[config.mk]
export PLATFORM = sky130hd
export DESIGN_NAME = vedic_mul_seq
export DESIGN_NICKNAME = d
export VERILOG_FILES = /design/src/rtl/vedic_pkg.sv /design/src/rtl/cla_nbit.sv /design/src/rtl/vedic_mul_core.sv /design/src/rtl/vedic_mul_seq.sv
export SDC_FILE = /design/constraint.sdc
export NUM_CORES = 1
export LEC_CHECK = 0
export ABC_AREA = 1
export CORE_MARGIN = 2
export CORE_UTILIZATION = 50
export DETAILED_ROUTE_END_ITERATION = 10
export HOLD_SLACK_MARGIN = 0.06
export PLACE_DENSITY = 0.83
export SLEW_MARGIN = 10
export SYNTH_ARGS = -nofsm -noshare
export SYNTH_HDL_FRONTEND = slang
export SYNTH_SLANG_ARGS = --single-unit
[constraint.sdc]
create_clock -name clk -period 20.3 [get_ports clk]
set_input_delay 5.075 -clock clk [delete_from_list [all_inputs] [get_ports clk]]
set_output_delay 5.075 -clock clk [all_outputs]
set_load 0.03 [all_outputs]
[src/rtl/vedic_pkg.sv]
// Shared types for the sequential Vedic multiplier: FSM states, quadrant
// index and the shift selection applied to each quadrant product.
package vedic_pkg;

  typedef enum logic [1:0] {
    IDLE = 2'd0,
    MUL  = 2'd1,
    DONE = 2'd2
  } state_t;

  typedef logic [1:0] quad_t;

  typedef enum logic [1:0] {
    SH_ZERO = 2'd0,
    SH_HALF = 2'd1,
    SH_FULL = 2'd2
  } shift_t;

  localparam quad_t Q_LO_LO = 2'd0;
  localparam quad_t Q_LO_HI = 2'd1;
  localparam quad_t Q_HI_LO = 2'd2;
  localparam quad_t Q_HI_HI = 2'd3;

  // The two cross terms share the same HALF shift.
  function automatic shift_t quad_shift(input quad_t q);
    case (q)
      Q_LO_LO: quad_shift = SH_ZERO;
      Q_LO_HI: quad_shift = SH_HALF;
      Q_HI_LO: quad_shift = SH_HALF;
      default: quad_shift = SH_FULL;
    endcase
  endfunction

endpackage

[src/rtl/cla_nbit.sv]
// Parametrised carry-lookahead adder: generate/propagate per bit, carries
// resolved from the lookahead recurrence.
module cla_nbit #(
  parameter int WIDTH = 8
) (
  input  logic [WIDTH-1:0] a,
  input  logic [WIDTH-1:0] b,
  input  logic             cin,
  output logic [WIDTH-1:0] sum,
  output logic             cout
);

  logic [WIDTH-1:0] g;
  logic [WIDTH-1:0] p;
  logic [WIDTH:0]   c;

  assign g = a & b;
  assign p = a ^ b;

  always_comb begin
    c[0] = cin;
    for (int i = 0; i < WIDTH; i++) begin
      c[i+1] = g[i] | (p[i] & c[i]);
    end
  end

  assign sum  = p ^ c[WIDTH-1:0];
  assign cout = c[WIDTH];

endmodule

[src/rtl/vedic_mul_core.sv]
// Combinational N x N Urdhva-Tiryagbhyam multiplier, built recursively from
// four N/2 cores down to a 2x2 base cell; partial sums use cla_nbit.
module vedic_mul_core #(
  parameter int N = 8
) (
  input  logic [N-1:0]   a,
  input  logic [N-1:0]   b,
  output logic [2*N-1:0] p
);

  if (N == 2) begin : g_base
    logic c1;
    assign p[0] = a[0] & b[0];
    assign p[1] = (a[1] & b[0]) ^ (a[0] & b[1]);
    assign c1   = (a[1] & b[0]) & (a[0] & b[1]);
    assign p[2] = (a[1] & b[1]) ^ c1;
    assign p[3] = (a[1] & b[1]) & c1;
  end else begin : g_rec
    localparam int H = N / 2;

    logic [N-1:0]   p_ll;
    logic [N-1:0]   p_lh;
    logic [N-1:0]   p_hl;
    logic [N-1:0]   p_hh;
    logic [2*N-1:0] s1;
    logic           c1_unused;
    logic           c2_unused;

    vedic_mul_core #(.N(H)) u_ll (.a(a[H-1:0]), .b(b[H-1:0]), .p(p_ll));
    vedic_mul_core #(.N(H)) u_lh (.a(a[H-1:0]), .b(b[N-1:H]), .p(p_lh));
    vedic_mul_core #(.N(H)) u_hl (.a(a[N-1:H]), .b(b[H-1:0]), .p(p_hl));
    vedic_mul_core #(.N(H)) u_hh (.a(a[N-1:H]), .b(b[N-1:H]), .p(p_hh));

    // Outer terms do not overlap, so they concatenate; cross terms are added.
    cla_nbit #(.WIDTH(2*N)) u_s1 (
      .a    ({p_hh, p_ll}),
      .b    ({{H{1'b0}}, p_lh, {H{1'b0}}}),
      .cin  (1'b0),
      .sum  (s1),
      .cout (c1_unused)
    );

    cla_nbit #(.WIDTH(2*N)) u_s2 (
      .a    (s1),
      .b    ({{H{1'b0}}, p_hl, {H{1'b0}}}),
      .cin  (1'b0),
      .sum  (p),
      .cout (c2_unused)
    );
  end

endmodule

[src/rtl/vedic_mul_seq.sv]
// Multi-cycle WIDTH x WIDTH Vedic multiplier: one shared HALF x HALF core is
// stepped over four quadrants. Optional signed mode: VEDIC_MUL_SIGNED_EN.
module vedic_mul_seq
  import vedic_pkg::*;
#(
  parameter int WIDTH = 16
) (
  input  logic               clk,
  input  logic               rst,
`ifdef VEDIC_MUL_SIGNED_EN
  input  logic               signed_mode,
`endif
  input  logic               in_valid,
  output logic               in_ready,
  input  logic [WIDTH-1:0]   a,
  input  logic [WIDTH-1:0]   b,
  output logic               out_valid,
  input  logic               out_ready,
  output logic [2*WIDTH-1:0] m,
  output logic               busy
);

  localparam int HALF = WIDTH / 2;
  localparam int PW   = 2 * WIDTH;

  // Handshake: a transfer happens on a rising edge where valid & ready are
  // both high; m is held stable while out_valid is high and out_ready is low.
  state_t           state;
  quad_t            q;
  logic [WIDTH-1:0] a_r;
  logic [WIDTH-1:0] b_r;
  logic [PW-1:0]    acc;
  logic [HALF-1:0]  core_a;
  logic [HALF-1:0]  core_b;
  logic [WIDTH-1:0] core_p;
  logic [PW-1:0]    addend;
  logic [PW-1:0]    acc_sum;
  logic [PW-1:0]    acc_final;
  logic             acc_cout_unused;
  logic             accept;

  assign in_ready = (state == IDLE) | ((state == DONE) & out_ready);
  assign accept   = in_valid & in_ready;
  assign m        = acc;

  always_comb begin
    core_a = a_r[HALF-1:0];
    core_b = b_r[HALF-1:0];
    case (q)
      Q_LO_LO: begin core_a = a_r[HALF-1:0];     core_b = b_r[HALF-1:0];     end
      Q_LO_HI: begin core_a = a_r[HALF-1:0];     core_b = b_r[WIDTH-1:HALF]; end
      Q_HI_LO: begin core_a = a_r[WIDTH-1:HALF]; core_b = b_r[HALF-1:0];     end
      default: begin core_a = a_r[WIDTH-1:HALF]; core_b = b_r[WIDTH-1:HALF]; end
    endcase
  end

  vedic_mul_core #(.N(HALF)) u_core (
    .a (core_a),
    .b (core_b),
    .p (core_p)
  );

  always_comb begin
    addend = '0;
    case (quad_shift(q))
      SH_ZERO: addend = {{WIDTH{1'b0}}, core_p};
      SH_HALF: addend = {{HALF{1'b0}}, core_p, {HALF{1'b0}}};
      SH_FULL: addend = {core_p, {WIDTH{1'b0}}};
      default: addend = '0;
    endcase
  end

  // Product of two WIDTH-bit magnitudes never exceeds PW bits, so cout is 0.
  cla_nbit #(.WIDTH(PW)) u_acc_add (
    .a    (acc),
    .b    (addend),
    .cin  (1'b0),
    .sum  (acc_sum),
    .cout (acc_cout_unused)
  );

`ifdef VEDIC_MUL_SIGNED_EN
  logic neg;
  assign acc_final = neg ? -acc_sum : acc_sum;
`else
  assign acc_final = acc_sum;
`endif

  always_ff @(posedge clk or posedge rst) begin
    if (rst) begin
      state     <= IDLE;
      q         <= Q_LO_LO;
      acc       <= '0;
      a_r       <= '0;
      b_r       <= '0;
      out_valid <= 1'b0;
      busy      <= 1'b0;
`ifdef VEDIC_MUL_SIGNED_EN
      neg       <= 1'b0;
`endif
    end else if (accept) begin
      state     <= MUL;
      q         <= Q_LO_LO;
      acc       <= '0;
      out_valid <= 1'b0;
      busy      <= 1'b1;
`ifdef VEDIC_MUL_SIGNED_EN
      // Core works on magnitudes; the sign is reapplied on the last add.
      a_r <= (signed_mode & a[WIDTH-1]) ? -a : a;
      b_r <= (signed_mode & b[WIDTH-1]) ? -b : b;
      neg <= signed_mode & (a[WIDTH-1] ^ b[WIDTH-1]);
`else
      a_r <= a;
      b_r <= b;
`endif
    end else begin
      case (state)
        MUL: begin
          q <= q + 2'd1;
          if (q == Q_HI_HI) begin
            acc       <= acc_final;
            state     <= DONE;
            busy      <= 1'b0;
            out_valid <= 1'b1;
          end else begin
            acc <= acc_sum;
          end
        end
        DONE: begin
          if (out_ready) begin
            state     <= IDLE;
            out_valid <= 1'b0;
          end
        end
        default: ;
      endcase
    end
  end

endmodule
==> metrics.txt <==
outcome completed; clock share of power 42.3%; Post-DP Area 6880 um^2; Setup Skew a little over 0.01 ns; Sw Share 29.0%; Syn Nets 828; full die area 13100 um^2; vias in the first global route 4521; DRT Pass-1 Iters 5; internal power around 300 uW; crit-path max cell delay 0.52 ns; RSZ-0062 raised after global routing no; Final GP Congestion 0.853; power per cell area 59.3 nW/um^2; Slowest cell on crit path nor2_2; num rows 40; cell mode on critical path fa_1; largest net degree at the start of global routing 70; Sw Pwr 124 uW; Final Max Tran Viols 0; initial drt markers 319; port bufs 70; Post-DP HPWL 9690 um; Die Ht 115 um; initial antenna violation count 0; DR DRC count 0; final WL roughly 12000 um; vias per cell just over 5; Pleak 3.68 nW; Setup Viol. Count Final 0; Ys Warns 0; Skew-Pair Late Insertion Delay 0.35 ns; wire length per cell 13.9 um; CP endpoint kind register; VDD IR max between 0.00005 and 0.00006 V; clock transition at the registers of the reported paths 0.06 ns; antenna-violating nets left 0; Worst EP arrival 17.62 ns; Top-Level Pins 71; Layout Nets 894; Root Driver clkbuf_16; Comb pwr share 24.7%; CP Class register to register; WHS a little under 0.5 ns; CP startpoint kind register; sequential share of power 33.0%; global-route wire length before repair 21200 um; GRT Util Overall between 20% and 30%; hold-fix buffer count after cts 0; Synth Instances 665; Fin Setup TNS 0 ns; Final Hold Fails 0; Initial Util 51.2%; syn avg cell area ~9.2 um^2; Yosys reg bits between 60 and 70; post-route clock period utilization 85.6%; Inst Count DP 867; Synth-to-Final Area Change 18.0%; post-route cell area around 7200 um^2; post-cts resize count 0; clk buf depth 2; ant diodes 0; worst-path fanout max 16; max_cap viols 0; f_max 57.5 MHz; Layout Cells excl Fill 883; WP data required 20.54 ns; GRT overflow 0; fin crit period approximately 17 ns; CTS tree built; Worst-Margin Slew 0.875 ns; Setup Fix Bufs, Post-CTS 0; Core Area 12000 um^2; layout cells sized above 1 between 7 and 8%; Clock Sinks 69; total CTS buffers 9; register area share after synthesis 28.2%; type of the most critical hold path register to register; Die Width 115 um; CTS H-tree depth 3; mapped cell area 6120 um^2; via count 4460; Slew HR between 40% and 50%; Yosys cell types 31
-- power by group through the flow --
stage | clock network, mW | registers (mW) | logic (mW)
floorplan | 0 | 0.143 | 0.0735
detailed placement | 0 | 0.144 | 0.105
global placement | 0 | 0.144 | 0.103
CTS | 0.184 | 0.141 | 0.106
global route | 0.190 | 0.141 | 0.121
finish | 0.181 | 0.141 | 0.106
-- logic make-up (layout without fill, tap and decap cells) --
group	count (synthesis)	after routing	share of synthesized area (%)
multiplexers	16	16	3.56
XOR/XNOR	5	5	0.716
adder cells (fa/ha/maj)	127	127	34.8
buffers and inverters	191	262	12.9
AND/OR/NAND/NOR	174	174	11.5
flip-flops	69	69	28.2
AO/OA/AOI/OAI	83	83	8.36
-- worst max-delay path: cells and delay by family, from the launching register on --
family	cells	cell delay [ns]
AOI/OAI and AO/OA	1	0.29
xor gates and xnor gates	1	0.20
adders and majority gates	36	14.48
buffers and inverters	7	0.65
DFF	1	0.39
and+or+nand+nor	6	1.20
-- through the flow --
stage,setup slack (ns),utilization [%],power (mW)
after floorplan,3.85,-,0.217
after global placement,3.30,57.5,0.246
after detailed placement,2.92,57.5,0.248
after CTS,2.87,60.4,0.431
after global routing,2.06,60.4,0.452
final,2.92,60.4,0.428
-- routing by layer --
| layer | share of wire (%) | up-vias | track usage [%] |
|---|---|---|---|
| li1 | - | 2127 | - |
| met1 | 43 | 2156 | 27.6 |
| met2 | 49 | 154 | 34.9 |
| met3 | 6.4 | 23 | 5.08 |
| met4 | 1.9 | 0 | 5.93 |
| met5 | 0 | - | 0 |
-- layout by cell type (no fill, tap or decap), drive strengths merged --
master / n
mux2: 16
inv: 175
nand3: 5
buf: 1
o21ai: 21
fa: 72
clkinv: 4
or2: 3
a21oi: 45
nor2: 111
xnor2: 5
a22oi: 15
nand2: 54
clkbuf: 9
o22ai: 2
nand4: 1
dfrtp: 69
clkdlybuf4s50: 70
bufinv: 3
ha: 55
-- worst paths after layout --
| path | slack [ns] | cells past startpoint | from | endpoint |
|---|---|---|---|---|
| setup / recovery | 2.92 | 51 | q[0]$_DFFE_PP0P_ | m[31]$_DFFE_PP0P_ |
| hold / removal | 0.50 | 2 | busy$_DFFE_PP0P_ | busy$_DFFE_PP0P_ |
| setup reg to reg | 2.92 | 51 | q[0]$_DFFE_PP0P_ | m[31]$_DFFE_PP0P_ |
| hold reg to reg | 0.50 | 2 | busy$_DFFE_PP0P_ | busy$_DFFE_PP0P_ |
| max in group asynchronous | 14.45 | 3 | rst | m[12]$_DFFE_PP0P_ |
| min in group asynchronous | 5.30 | 3 | rst | out_valid$_DFFE_PP0P_ |
-- layout make-up --
class                   count  area, um^2
fillers                  1001        4740
multi-input cells         405        3600
flip-flops and latches     69        1730
repair buffers             71         708
inverters                 175         659
clock buffers               9         225
well taps                 147         184
clock inverters             7         114
-- state kept, by name, indices dropped and copies added (netlist names) --
register and count:
m 32, a_r 16, b_r 16, q 2
busy 1, out_valid 1, state 1
-- synthesized netlist by cell type --
cell type	instances	area share [%]
nor2_2	3	0.31
a21oi_2	10	1.4
dfrtp_1	69	28
mux2_1	5	0.92
inv_1	171	10
nor2_1	106	6.5
xnor2_1	5	0.72
buf_6	7	1.3
inv_4	1	0.10
buf_4	3	0.37
nand3_1	5	0.41
or2_2	2	0.20
nand2_1	52	3.2
clkbuf_1	2	0.12
nand2_2	1	0.10
nor2_4	2	0.37
fa_1	72	24
nand2_4	1	0.18
o21ai_0	9	0.74
o22ai_1	2	0.20
o21ai_2	5	0.72
buf_2	4	0.33
a22oi_1	15	1.8
a21oi_1	35	2.9
ha_1	55	11
mux2_4	10	2.5
mux2_2	1	0.18
o21ai_1	7	0.57
inv_2	3	0.18
nand4_1	1	0.10
or2_1	1	0.10
(Power assumes the default switching activity.)
